==> src/rtl/multicycle_control.sv <==
// Multicycle MIPS-subset control FSM: sequences fetch/decode/execute/memory/write-back
// and counts retired instructions. Illegal opcodes or functs trap into a sticky HALT.
module multicycle_control (
    input  logic        clk,
    input  logic        rst_n,
    input  logic [5:0]  Op,
    input  logic [5:0]  Funct,
    input  logic        Zero,
    input  logic        MemReady,
    output logic        MemReq,
    output logic        MemWrite,
    output logic        IorD,
    output logic        IRWrEn,
    output logic        PCInc,
    output logic        PCSrc,
    output logic        PCLoad,
    output logic        RegWrEn,
    output logic        RegDst,
    output logic        MemToReg,
    output logic [1:0]  ALUSrcB,
    output logic [2:0]  ALUCtl,
    output logic [3:0]  State,
    output logic        Halted,
    output logic [31:0] Retired
);
    localparam logic [3:0] S_FETCH   = 4'd0;
    localparam logic [3:0] S_DECODE  = 4'd1;
    localparam logic [3:0] S_EXEC_R  = 4'd2;
    localparam logic [3:0] S_EXEC_I  = 4'd3;
    localparam logic [3:0] S_MEMADDR = 4'd4;
    localparam logic [3:0] S_MEMRD   = 4'd5;
    localparam logic [3:0] S_MEMWR   = 4'd6;
    localparam logic [3:0] S_WB      = 4'd7;
    localparam logic [3:0] S_BRANCH  = 4'd8;
    localparam logic [3:0] S_JUMP    = 4'd9;
    localparam logic [3:0] S_HALT    = 4'd10;

    localparam logic [2:0] ALU_ADD = 3'd0;
    localparam logic [2:0] ALU_SUB = 3'd1;
    localparam logic [2:0] ALU_AND = 3'd2;
    localparam logic [2:0] ALU_OR  = 3'd3;
    localparam logic [2:0] ALU_SLT = 3'd4;

    logic [3:0]  state_q, state_d;
    logic        memtoreg_q, memtoreg_d;
    logic        regdst_q, regdst_d;
    logic [31:0] retired_q, retired_d;

    logic        retire;
    logic        mem_req, mem_write, iord, ir_wr, pc_inc, pc_src, pc_load;
    logic        reg_wr, reg_dst, mem_to_reg;
    logic [1:0]  alu_src_b;
    logic [2:0]  alu_ctl;

    always_comb begin
        state_d    = state_q;
        memtoreg_d = memtoreg_q;
        regdst_d   = regdst_q;
        retire     = 1'b0;
        mem_req    = 1'b0;
        mem_write  = 1'b0;
        iord       = 1'b0;
        ir_wr      = 1'b0;
        pc_inc     = 1'b0;
        pc_src     = 1'b0;
        pc_load    = 1'b0;
        reg_wr     = 1'b0;
        reg_dst    = 1'b0;
        mem_to_reg = 1'b0;
        alu_src_b  = 2'd0;
        alu_ctl    = ALU_ADD;
        case (state_q)
            S_FETCH: begin
                mem_req = 1'b1;
                if (MemReady) begin
                    ir_wr   = 1'b1;
                    pc_inc  = 1'b1;
                    state_d = S_DECODE;
                end
            end
            S_DECODE: begin
                case (Op)
                    6'h00:        state_d = S_EXEC_R;
                    6'h08:        state_d = S_EXEC_I;
                    6'h23, 6'h2B: state_d = S_MEMADDR;
                    6'h04:        state_d = S_BRANCH;
                    6'h02:        state_d = S_JUMP;
                    default:      state_d = S_HALT;
                endcase
            end
            S_EXEC_R: begin
                state_d    = S_WB;
                regdst_d   = 1'b1;
                memtoreg_d = 1'b0;
                case (Funct)
                    6'h20:   alu_ctl = ALU_ADD;
                    6'h22:   alu_ctl = ALU_SUB;
                    6'h24:   alu_ctl = ALU_AND;
                    6'h25:   alu_ctl = ALU_OR;
                    6'h2A:   alu_ctl = ALU_SLT;
                    default: begin
                        // Unknown funct traps before any register write.
                        state_d    = S_HALT;
                        regdst_d   = regdst_q;
                        memtoreg_d = memtoreg_q;
                    end
                endcase
            end
            S_EXEC_I: begin
                alu_src_b  = 2'd1;
                state_d    = S_WB;
                regdst_d   = 1'b0;
                memtoreg_d = 1'b0;
            end
            S_MEMADDR: begin
                alu_src_b = 2'd1;
                state_d   = (Op == 6'h2B) ? S_MEMWR : S_MEMRD;
            end
            S_MEMRD: begin
                mem_req = 1'b1;
                iord    = 1'b1;
                if (MemReady) begin
                    state_d    = S_WB;
                    memtoreg_d = 1'b1;
                    regdst_d   = 1'b0;
                end
            end
            S_MEMWR: begin
                mem_req   = 1'b1;
                iord      = 1'b1;
                mem_write = 1'b1;
                if (MemReady) begin
                    state_d = S_FETCH;
                    retire  = 1'b1;
                end
            end
            S_WB: begin
                reg_wr     = 1'b1;
                reg_dst    = regdst_q;
                mem_to_reg = memtoreg_q;
                state_d    = S_FETCH;
                retire     = 1'b1;
            end
            S_BRANCH: begin
                alu_ctl = ALU_SUB;
                pc_src  = Zero;
                state_d = S_FETCH;
                retire  = 1'b1;
            end
            S_JUMP: begin
                pc_load = 1'b1;
                state_d = S_FETCH;
                retire  = 1'b1;
            end
            S_HALT:  state_d = S_HALT;
            default: state_d = S_FETCH;
        endcase
    end

    assign retired_d = retired_q + {31'd0, retire};

    always_ff @(posedge clk or negedge rst_n) begin
        if (!rst_n) begin
            state_q    <= S_FETCH;
            memtoreg_q <= 1'b0;
            regdst_q   <= 1'b0;
            retired_q  <= 32'd0;
        end else begin
            state_q    <= state_d;
            memtoreg_q <= memtoreg_d;
            regdst_q   <= regdst_d;
            retired_q  <= retired_d;
        end
    end

    // Gating with rst_n drops an in-flight memory request the moment reset asserts.
    assign MemReq   = mem_req & rst_n;
    assign MemWrite = mem_write & rst_n;
    assign IorD     = iord & rst_n;
    assign IRWrEn   = ir_wr & rst_n;
    assign PCInc    = pc_inc & rst_n;
    assign PCSrc    = pc_src & rst_n;
    assign PCLoad   = pc_load & rst_n;
    assign RegWrEn  = reg_wr & rst_n;
    assign RegDst   = reg_dst & rst_n;
    assign MemToReg = mem_to_reg & rst_n;
    assign ALUSrcB  = alu_src_b & {2{rst_n}};
    assign ALUCtl   = alu_ctl & {3{rst_n}};
    assign State    = state_q;
    assign Halted   = (state_q == S_HALT);
    assign Retired  = retired_q;
endmodule

==> config.mk <==
export PLATFORM = sky130hd
export DESIGN_NAME = multicycle_control
export DESIGN_NICKNAME = d
export VERILOG_FILES = /design/src/rtl/multicycle_control.sv
export SDC_FILE = /design/constraint.sdc
export NUM_CORES = 1
export LEC_CHECK = 0
export BUFFER_PORTS_ARGS = -buffer_cell sky130_fd_sc_hd__buf_2
export CORE_UTILIZATION = 48
export CTS_BUF_LIST = sky130_fd_sc_hd__clkbuf_4
export DETAILED_ROUTE_END_ITERATION = 10
export PLACE_DENSITY = 0.86
export SLEW_MARGIN = 0
export SYNTH_ARGS = -nofsm -noshare
export SYNTH_HDL_FRONTEND = slang
export SYNTH_SLANG_ARGS = --single-unit
==> constraint.sdc <==
create_clock -name clk -period 2.5 [get_ports clk]
set_input_delay 0.125 -clock clk [delete_from_list [all_inputs] [get_ports clk]]
set_output_delay 0.125 -clock clk [all_outputs]
set_load 0.005 [all_outputs]
After elaboration in Yosys (flattened, before gate mapping)
Cells that the tools add are included.
{ "totals": {"output_inout_bits": 52, "in_bits": 16, "reg_bits": 38} }
{ "op_classes": {"bitwise_logic": 11, "n_mux": 27, "n_eq_ne": 24, "reduce_logical": 11, "n_addsub": 1} }
{ "op_table": {"columns": ["cell", "count"], "rows": [
  ["$eq 6x6->1 const B", 7],
  ["$add 32x1->32", 1],
  ["$pmux 4 s8", 1],
  ["$pmux 4 s5", 1],
  ["$eq 4x3->1 const B", 4],
  ["$mux 4", 4],
  ["$mux 1", 15],
  ["$eq 4x4->1 const B", 3],
  ["$pmux 3 s4", 1],
  ["$and 1x1->1", 9],
  ["$eq 4x2->1 const B", 2],
  ["$ne 2x2->1 const B", 4],
  ["$eq 6x2->1 const B", 1],
  ["$eq 6x3->1 const B", 1],
  ["$eq 6x4->1 const B", 1],
  ["$logic_not 6->1", 1],
  ["$pmux 1 s3", 2],
  ["$pmux 3 s2", 1],
  ["$reduce_and 3->1", 2],
  ["$reduce_or 2->1", 3],
  ["$reduce_or 3->1", 2],
  ["$reduce_or 5->1", 1],
  ["$eq 4x1->1 const B", 1],
  ["$logic_not 4->1", 1],
  ["other kinds (5)", 5]
]} }

Depth between registers and ports, before layout
Gate-level depths: netlist (run 1).
{ "depth": {"depth_word": 4, "mapped_depth": 12, "mapped_depth_nobuf": 9} }

Worst setup path before layout (run 1)
Ideal clock, no wire load.
{ "synth_timing": {"path_type": "reg-to-reg", "start": "register state_q[3] (netlist: State[3])", "end": "register retired_q[28] (netlist: Retired[28])", "setup_ns": 0.075, "slack_ns": 0.024, "stages_incl_launch_ff": 13, "t_arrival_ns": 2.400, "synth_period_minus_slack_ns": 2.476, "required_ns": 2.425, "cell_sequence": "dfrtp_1 -> clkbuf_2 -> clkbuf_1 -> nand2b_1 -> o22ai_1 -> ha_1 -> ha_1 -> and4_1 -> buf_4 -> and4_1 -> buf_4 -> and4_4 -> xor2_2"} }
{ "synth_via": {"elab_chain_cells": 4, "elab_cells_between_ends": 7, "cone_classes": "1 x add/sub; 4 x eq/ne; 1 x mux; 1 x reduce/logical"} }
{ "synth_rtl": {"columns": ["item", "line", "rtl"], "rows": [
  ["start, declared", "44", "logic [3:0] state_q, state_d;"],
  ["start signal, assigned", "169", "state_q <= state_d;"],
  ["$eq 4x4->1 / $eq 4x3->1 (equally long branches)", "72", "case (state_q)"],
  ["$reduce_or 3->1 (no source line)", null, null],
  ["$pmux 1 s2 (*)", "72", null],
  ["$add 32x1->32 (*)", "160", "assign retired_d = retired_q + {31'd0, retire};"],
  ["net retired_d[28]", "47", "logic [31:0] retired_q, retired_d;"],
  ["end signal, assigned", "172", "retired_q <= retired_d;"],
  ["end, declared", "47", null]
]} }
The timed path passes the listed nets; every way through them passes the cells marked *.
A chain may end at the register's enable or synchronous reset.

Worst setup path in the final report (run 1)
Same ends and word-level chain as after synthesis.

==> results of run 1 <==
==> per-stage QoR <==
step / area, µm² / util, % / hold slack (ns)
3_3_place_gp: 2530 / 58.5 / 0.0701
2_1_floorplan: 2160 / - / -0.171
6_report: 2650 / 61.3 / 0.114
4_1_cts: 2650 / 61.2 / 0.0929
5_1_grt: 2650 / 61.3 / 0.118
3_5_place_dp: 2530 / 58.5 / 0.0764
==> cells by family (layout without fill, tap and decap cells) <==
kind of cell / after synthesis / count (layout)
fa+ha+maj: 2 / 2
flops: 38 / 38
buf+inv: 16 / 84
compound gates: 28 / 28
simple gates: 108 / 108
other cells: 1 / 1
xor+xnor: 32 / 32
mux: 2 / 2
==> flip-flops by register name, summed over array words and instances (netlist names) <==
signal	count
Retired	32
State	4
regdst_q	1
memtoreg_q	1
==> repair_timing <==
item,4_1_cts,5_1_grt
setup endpoints to repair,0,7
gates resized for setup,0,2
hold buffers,1,0
hold endpoints to repair,13,0
==> synthesized netlist by cell type, types with 6 or more instances <==
cell type / instances
o21ai_0: 10
a21oi_1: 7
xor2_1: 8
nand4_1: 12
nand2_1: 15
and3_1: 10
nand3_1: 12
nand2b_1: 7
nor2_1: 15
dfrtp_1: 38
xnor2_1: 23
nor2b_1: 8
nor3_1: 6
and4_1: 6
==> routing by layer <==
| metal | wire [µm] | part of all wire (%) | track usage (%) |
|---|---|---|---|
| met5 | 0 | 0 | 0 |
| met4 | 65 | 1.4 | 7.48 |
| met3 | 329 | 6.9 | 5.56 |
| met2 | 2300 | 48 | 35.2 |
| met1 | 2080 | 44 | 25.9 |
==> power groups by stage <==
| stage | Sequential [mW] | Combinational (mW) | Clock (mW) |
|---|---|---|---|
| floorplan | 0.788 | 0.444 | 0 |
| finish | 0.778 | 0.708 | 0.529 |
| detailed placement | 0.790 | 0.699 | 0 |
| global route | 0.792 | 0.788 | 0.558 |
| global placement | 0.783 | 0.692 | 0 |
| CTS | 0.777 | 0.704 | 0.537 |
==> worst max-delay path, stage by stage (launching register included) <==
cell and delay [ns]:
dfrtp_1 0.41, nor2b_1 0.15, nand2_1 0.08, o22ai_1 0.12, ha_1 0.25, ha_1 0.23, and4_1 0.31, and4_4 0.31
and4_4 0.25, xor2_2 0.13
==> how the worst max path moves through the flow <==
stage / start / to / cells past startpoint
after floorplan: State[3] / Retired[28] / 12
after global placement: State[3] / Retired[28] / 9
after detailed placement: State[3] / Retired[28] / 9
after CTS: State[3] / Retired[28] / 9
after global routing: State[3] / Retired[28] / 9
final: State[3] / Retired[28] / 9
==> layout make-up <==
cell class | count | area (µm²) | area share (%)
Multi-Input combinational cell | 173 | 1130 | 42.7
Inverter | 3 | 11.3 | 0.425
Timing Repair Buffer | 73 | 385 | 14.5
Clock inverter | 3 | 68.8 | 2.60
Sequential cell | 38 | 951 | 35.9
Tap cell | 52 | 65.1 | 2.46
Clock buffer | 5 | 37.5 | 1.42
==> flow_summary.json, run 1 <==
{
  "status": "complete, no violations",
  "nets": 312,
  "worstPathRequired_ns": 2.80,
  "antenna_found_initial": 0,
  "dp_slack_ns": 0.116,
  "first_pass_iters": 4,
  "rows": 24,
  "drv_slew": 0,
  "syn_nets": 245,
  "synth-compound-area-share_pct": 8.05,
  "power.internal_mw": 1.33,
  "hold_path.class": "primary input to flop",
  "dp.cells": 338,
  "rsz0062_at_grt": "false",
  "finalWorstSetupSlack_ns": 0.208,
  "finalNonFillerCells": 347,
  "clock_sinks": 38,
  "synth_top_cell_area_share_pct": 44.0,
  "async_reset_ff_share_pct": 100,
  "cts_tree": "yes",
  "pin_count": 68,
  "ff2ff_path_depth": 9,
  "clk_pin_slew_ns": 0.13,
  "hp-start": "Op[5]",
  "totalWireLength_um": 4780,
  "die_x_um": 69.1,
  "comb_power_share_pct": 35.1,
  "clkPwrFrac_pct": 26.2,
  "timing.final.crit_period_ns": 2.29,
  "synth-simple-area-share_pct": 28.6,
  "synth_ff_type": "dfrtp_1",
  "clockRootBuffer": "clkbuf_4",
  "vias_per_cell": 5.55,
  "mostFrequentLayoutCells": "buf_2, dfrtp_1, xnor2_1",
  "num_vias": 1925,
  "area_growth_pct": 22.7,
  "coreArea_mm2": 0.00432,
  "clock_skew_ns": 0.0170,
  "yosysWarnings": 0,
  "drt-initial-drc-count": 115,
  "start_kind": "flop",
  "grt-ovfl-total": 0,
  "max_freq_ghz": 0.436,
  "syn-instance-count": 227,
  "critical_path_arrival_ns": 2.59,
  "worstSetupPathType": "flop to flop",
  "clockBufferDepth": 2,
  "sw_frac_of_total_pct": 34.2,
  "drive_gt1_share_pct": 29.2,
  "fin_tns_setup_ns": 0,
  "ys_ff_latch": 38,
  "synth_top_family_by_area": "simple AND/OR/NAND/NOR gates",
  "finalHoldViolations": 0,
  "cts_setup_buffers": 0,
  "hpwlAfterDp_um": 3570,
  "synth_edf_count": 0,
  "synth.area.mux_share_pct": 0.985,
  "period_share_pct": 91.7,
  "p_switching_mw": 0.690,
  "ant_nets": 0,
  "synth_xor_area_share_pct": 13.3,
  "syn_area_mm2": 0.00216,
  "finalPower_mw": 2.02,
  "leakagePower_nw": 1.34,
  "setup_violations": 0,
  "reg2reg_slack_ns": 0.21,
  "drv_cap": 0,
  "nFillCells": 375,
  "critPathMaxFanout": 7,
  "drc": 0,
  "final_common_cell": "buf_2",
  "p_seq_share_pct": 38.6,
  "reg2reg_from": "State[3]",
  "r2r-end": "Retired[28]",
  "grt_pass1_wl_um": 8060,
  "start_util_pct": 49.9,
  "grt_pass1_vias": 1806,
  "gp_congestion": 0.901,
  "synth_area_leaders": "dfrtp_1, xnor2_1, nand4_1",
  "yosysSeqAreaShare_pct": 44.0,
  "holdPathStages": 3,
  "worstSetupEndpointType": "flop",
  "clk_latency_ns": 0.36,
  "wl_per_cell_um": 13.8,
  "die_h_um": 69.1,
  "grt_max_degree": 26,
  "htree_levels": 2,
  "portBuffers": 66,
  "track_usage_pct": 21.0,
  "ir_drop_mv": 0.473,
  "fp.dieArea_mm2": 0.00477,
  "cts_buffers": 5,
  "yosysTopAreaCell": "dfrtp_1",
  "n_antenna_cell": 0,
  "hold_path_end": "State[2]",
  "synth_adder_area_share_pct": 1.16,
  "p_per_area_mw_per_mm2": 761,
  "syn_area_per_cell_um2": 9.51,
  "synth.distinct_cells": 45
}
No activity file was read; power rests on OpenSTA's default activity.
==> inputs of run 2 (changes only) <==
- CORE_ASPECT_RATIO: unset -> 1.1
==> run 2 against run 1 <==
First-iteration DRC count rose by 44%. Wire length rose by 2.8%. Non-clock buffer count rose by 3. Critical path depth did not move. Utilization fell by 0.59 points. Via count rose by 2.9%. Maximum frequency rose by 2.1%. Sequential share of layout area rose by 0.41 points. Largest power group unchanged. Highest routed layer unchanged.
==> flow_summary.json, run 2 (synthesized netlist as in run 1, its figures left out) <==
{
  "status": "complete, no violations",
  "grt_pass1_vias": 1883,
  "setup_violations": 0,
  "hp-start": "Op[2]",
  "worstSetupEndpointType": "flop",
  "hold_path.class": "primary input to flop",
  "timing.final.crit_period_ns": 2.25,
  "area_growth_pct": 21.3,
  "critical_path_arrival_ns": 2.51,
  "reg2reg_slack_ns": 0.25,
  "nets": 315,
  "drt-initial-drc-count": 166,
  "final_common_cell": "buf_2",
  "wl_per_cell_um": 14.0,
  "fp.dieArea_mm2": 0.00477,
  "pin_count": 68,
  "htree_levels": 2,
  "drv_cap": 0,
  "cts_tree": "yes",
  "critPathMaxStageDelay_ns": 0.41,
  "postPlaceCellArea_mm2": 0.00256,
  "first_pass_iters": 4,
  "seqCellArea_um2": 951,
  "drc": 0,
  "mostFrequentLayoutCells": "buf_2, dfrtp_1, xnor2_1",
  "gp_congestion": 0.896,
  "worstSetupPathType": "flop to flop",
  "r2r-end": "Retired[28]",
  "fin_util_pct": 60.7,
  "grt-ovfl-total": 0,
  "track_usage_pct": 22.0,
  "clock_skew_ns": 0.0199,
  "max_freq_ghz": 0.445,
  "critPathMaxFanout": 7,
  "cp_top_family": "simple AND/OR/NAND/NOR gates",
  "clockRootBuffer": "clkbuf_4",
  "period_share_pct": 89.8,
  "start_kind": "flop",
  "worstPathRequired_ns": 2.77,
  "coreArea_mm2": 0.00432,
  "start_util_pct": 50.0,
  "drive_gt1_share_pct": 29.2,
  "leakagePower_nw": 1.33,
  "ff2ff_path_depth": 9,
  "critical_path.cell_chain": "nor2b_1 > nand2_1 > o22ai_1 > ha_1 > ha_1 > and4_1 > and4_1 > and4_4 > xor2_2",
  "fin_tns_setup_ns": 0,
  "clk_latency_ns": 0.34,
  "die_x_um": 66.0,
  "ant_nets": 0,
  "rsz0062_at_grt": "false",
  "grt_max_degree": 22,
  "cts_setup_buffers": 0,
  "num_vias": 1980,
  "antenna_found_initial": 0,
  "clockBufferDepth": 2,
  "cpMaxStageDelayCell": "dfrtp_1",
  "hold_path_end": "State[0]",
  "crit_buf_inv": 0,
  "n_antenna_cell": 0,
  "drv_slew": 0,
  "ir_drop_mv": 0.362,
  "die_h_um": 72.4,
  "rows": 25,
  "clk_pin_slew_ns": 0.11,
  "cts_buffers": 5,
  "portBuffers": 66,
  "cts_resized": 0,
  "hpwlAfterDp_um": 3820,
  "reg2reg_from": "State[3]",
  "holdPathStages": 3,
  "multi_input_area_mm2": 0.00113,
  "finalHoldViolations": 0,
  "vias_per_cell": 5.63,
  "clock_sinks": 38,
  "nFillCells": 359,
  "totalWireLength_um": 4910,
  "largest_register_ffs": 32,
  "final_cell_area_mm2": 0.00262,
  "grt_pass1_wl_um": 8110,
  "p_per_area_mw_per_mm2": 690
}
## run 2: cell count changes in the layout (fill, tap and decap cells not counted)
cell	before	now
clkinvlp_4	0	1
bufinv_16	2	0
buf_4	6	9
clkinv_2	0	1
clkinv_4	1	0
and4_1	5	6
and4_4	2	1
clkinv_1	0	1
## run 2: layout make-up
class	count	area share, %
multi-input cells	173	43.1
repair buffers	76	15.6
flip-flops and latches	38	36.3
well taps	54	2.58
clock inverters	3	0.621
inverters	3	0.430
clock buffers	5	1.43
## run 2: per-stage QoR
| stage | cells | hold WS, ns | power (mW) | setup WS, ns |
|---|---|---|---|---|
| after floorplan | 227 | -0.171 | 1.23 | 0.0241 |
| after global placement | 343 | -0.0269 | 1.50 | 0.433 |
| after detailed placement | 343 | -0.0225 | 1.52 | 0.245 |
| after CTS | 352 | 0.102 | 1.82 | 0.236 |
| after global routing | 352 | 0.123 | 1.94 | 0.109 |
| final | 352 | 0.127 | 1.81 | 0.254 |
## run 2: where the power goes
group | total [mW] | internal [mW] | leakage (nW) | switching (mW)
clock network | 0.300 | 0.105 | 0.0286 | 0.195
logic | 0.717 | 0.318 | 0.790 | 0.399
registers | 0.792 | 0.702 | 0.513 | 0.0897
## run 2: how the worst max path moves through the flow
stage | from | to | slack (ns) | cells past startpoint
floorplan | State[3] | Retired[28] | 0.02 | 12
global placement | State[3] | Retired[28] | 0.43 | 9
detailed placement | State[3] | Retired[28] | 0.24 | 9
CTS | State[3] | Retired[28] | 0.24 | 9
global route | State[3] | Retired[26] | 0.11 | 9
finish | State[3] | Retired[28] | 0.25 | 9
## run 2: routing by layer
| metal | vias to the layer above | track usage (%) | part of all wire (%) |
|---|---|---|---|
| met4 | 0 | 8.98 | 1.3 |
| met1 | 941 | 24.4 | 40 |
| met3 | 7 | 4.87 | 6.2 |
| li1 | 947 | - | - |
| met2 | 85 | 40.1 | 52 |
| met5 | - | 0 | 0 |
## run 2: what timing repair did
action | 4_1_cts | 5_1_grt
hold endpoints to repair | 38 | 0
setup endpoints to repair | 0 | 0
hold buffers | 1 | 0
## run 2: worst min-delay path: cells and delay by family
| family | cells | cell delay [ns] |
|---|---|---|
| compound gates | 1 | 0.08 |
| buf+inv | 1 | 0.10 |
| simple gates | 1 | 0.10 |
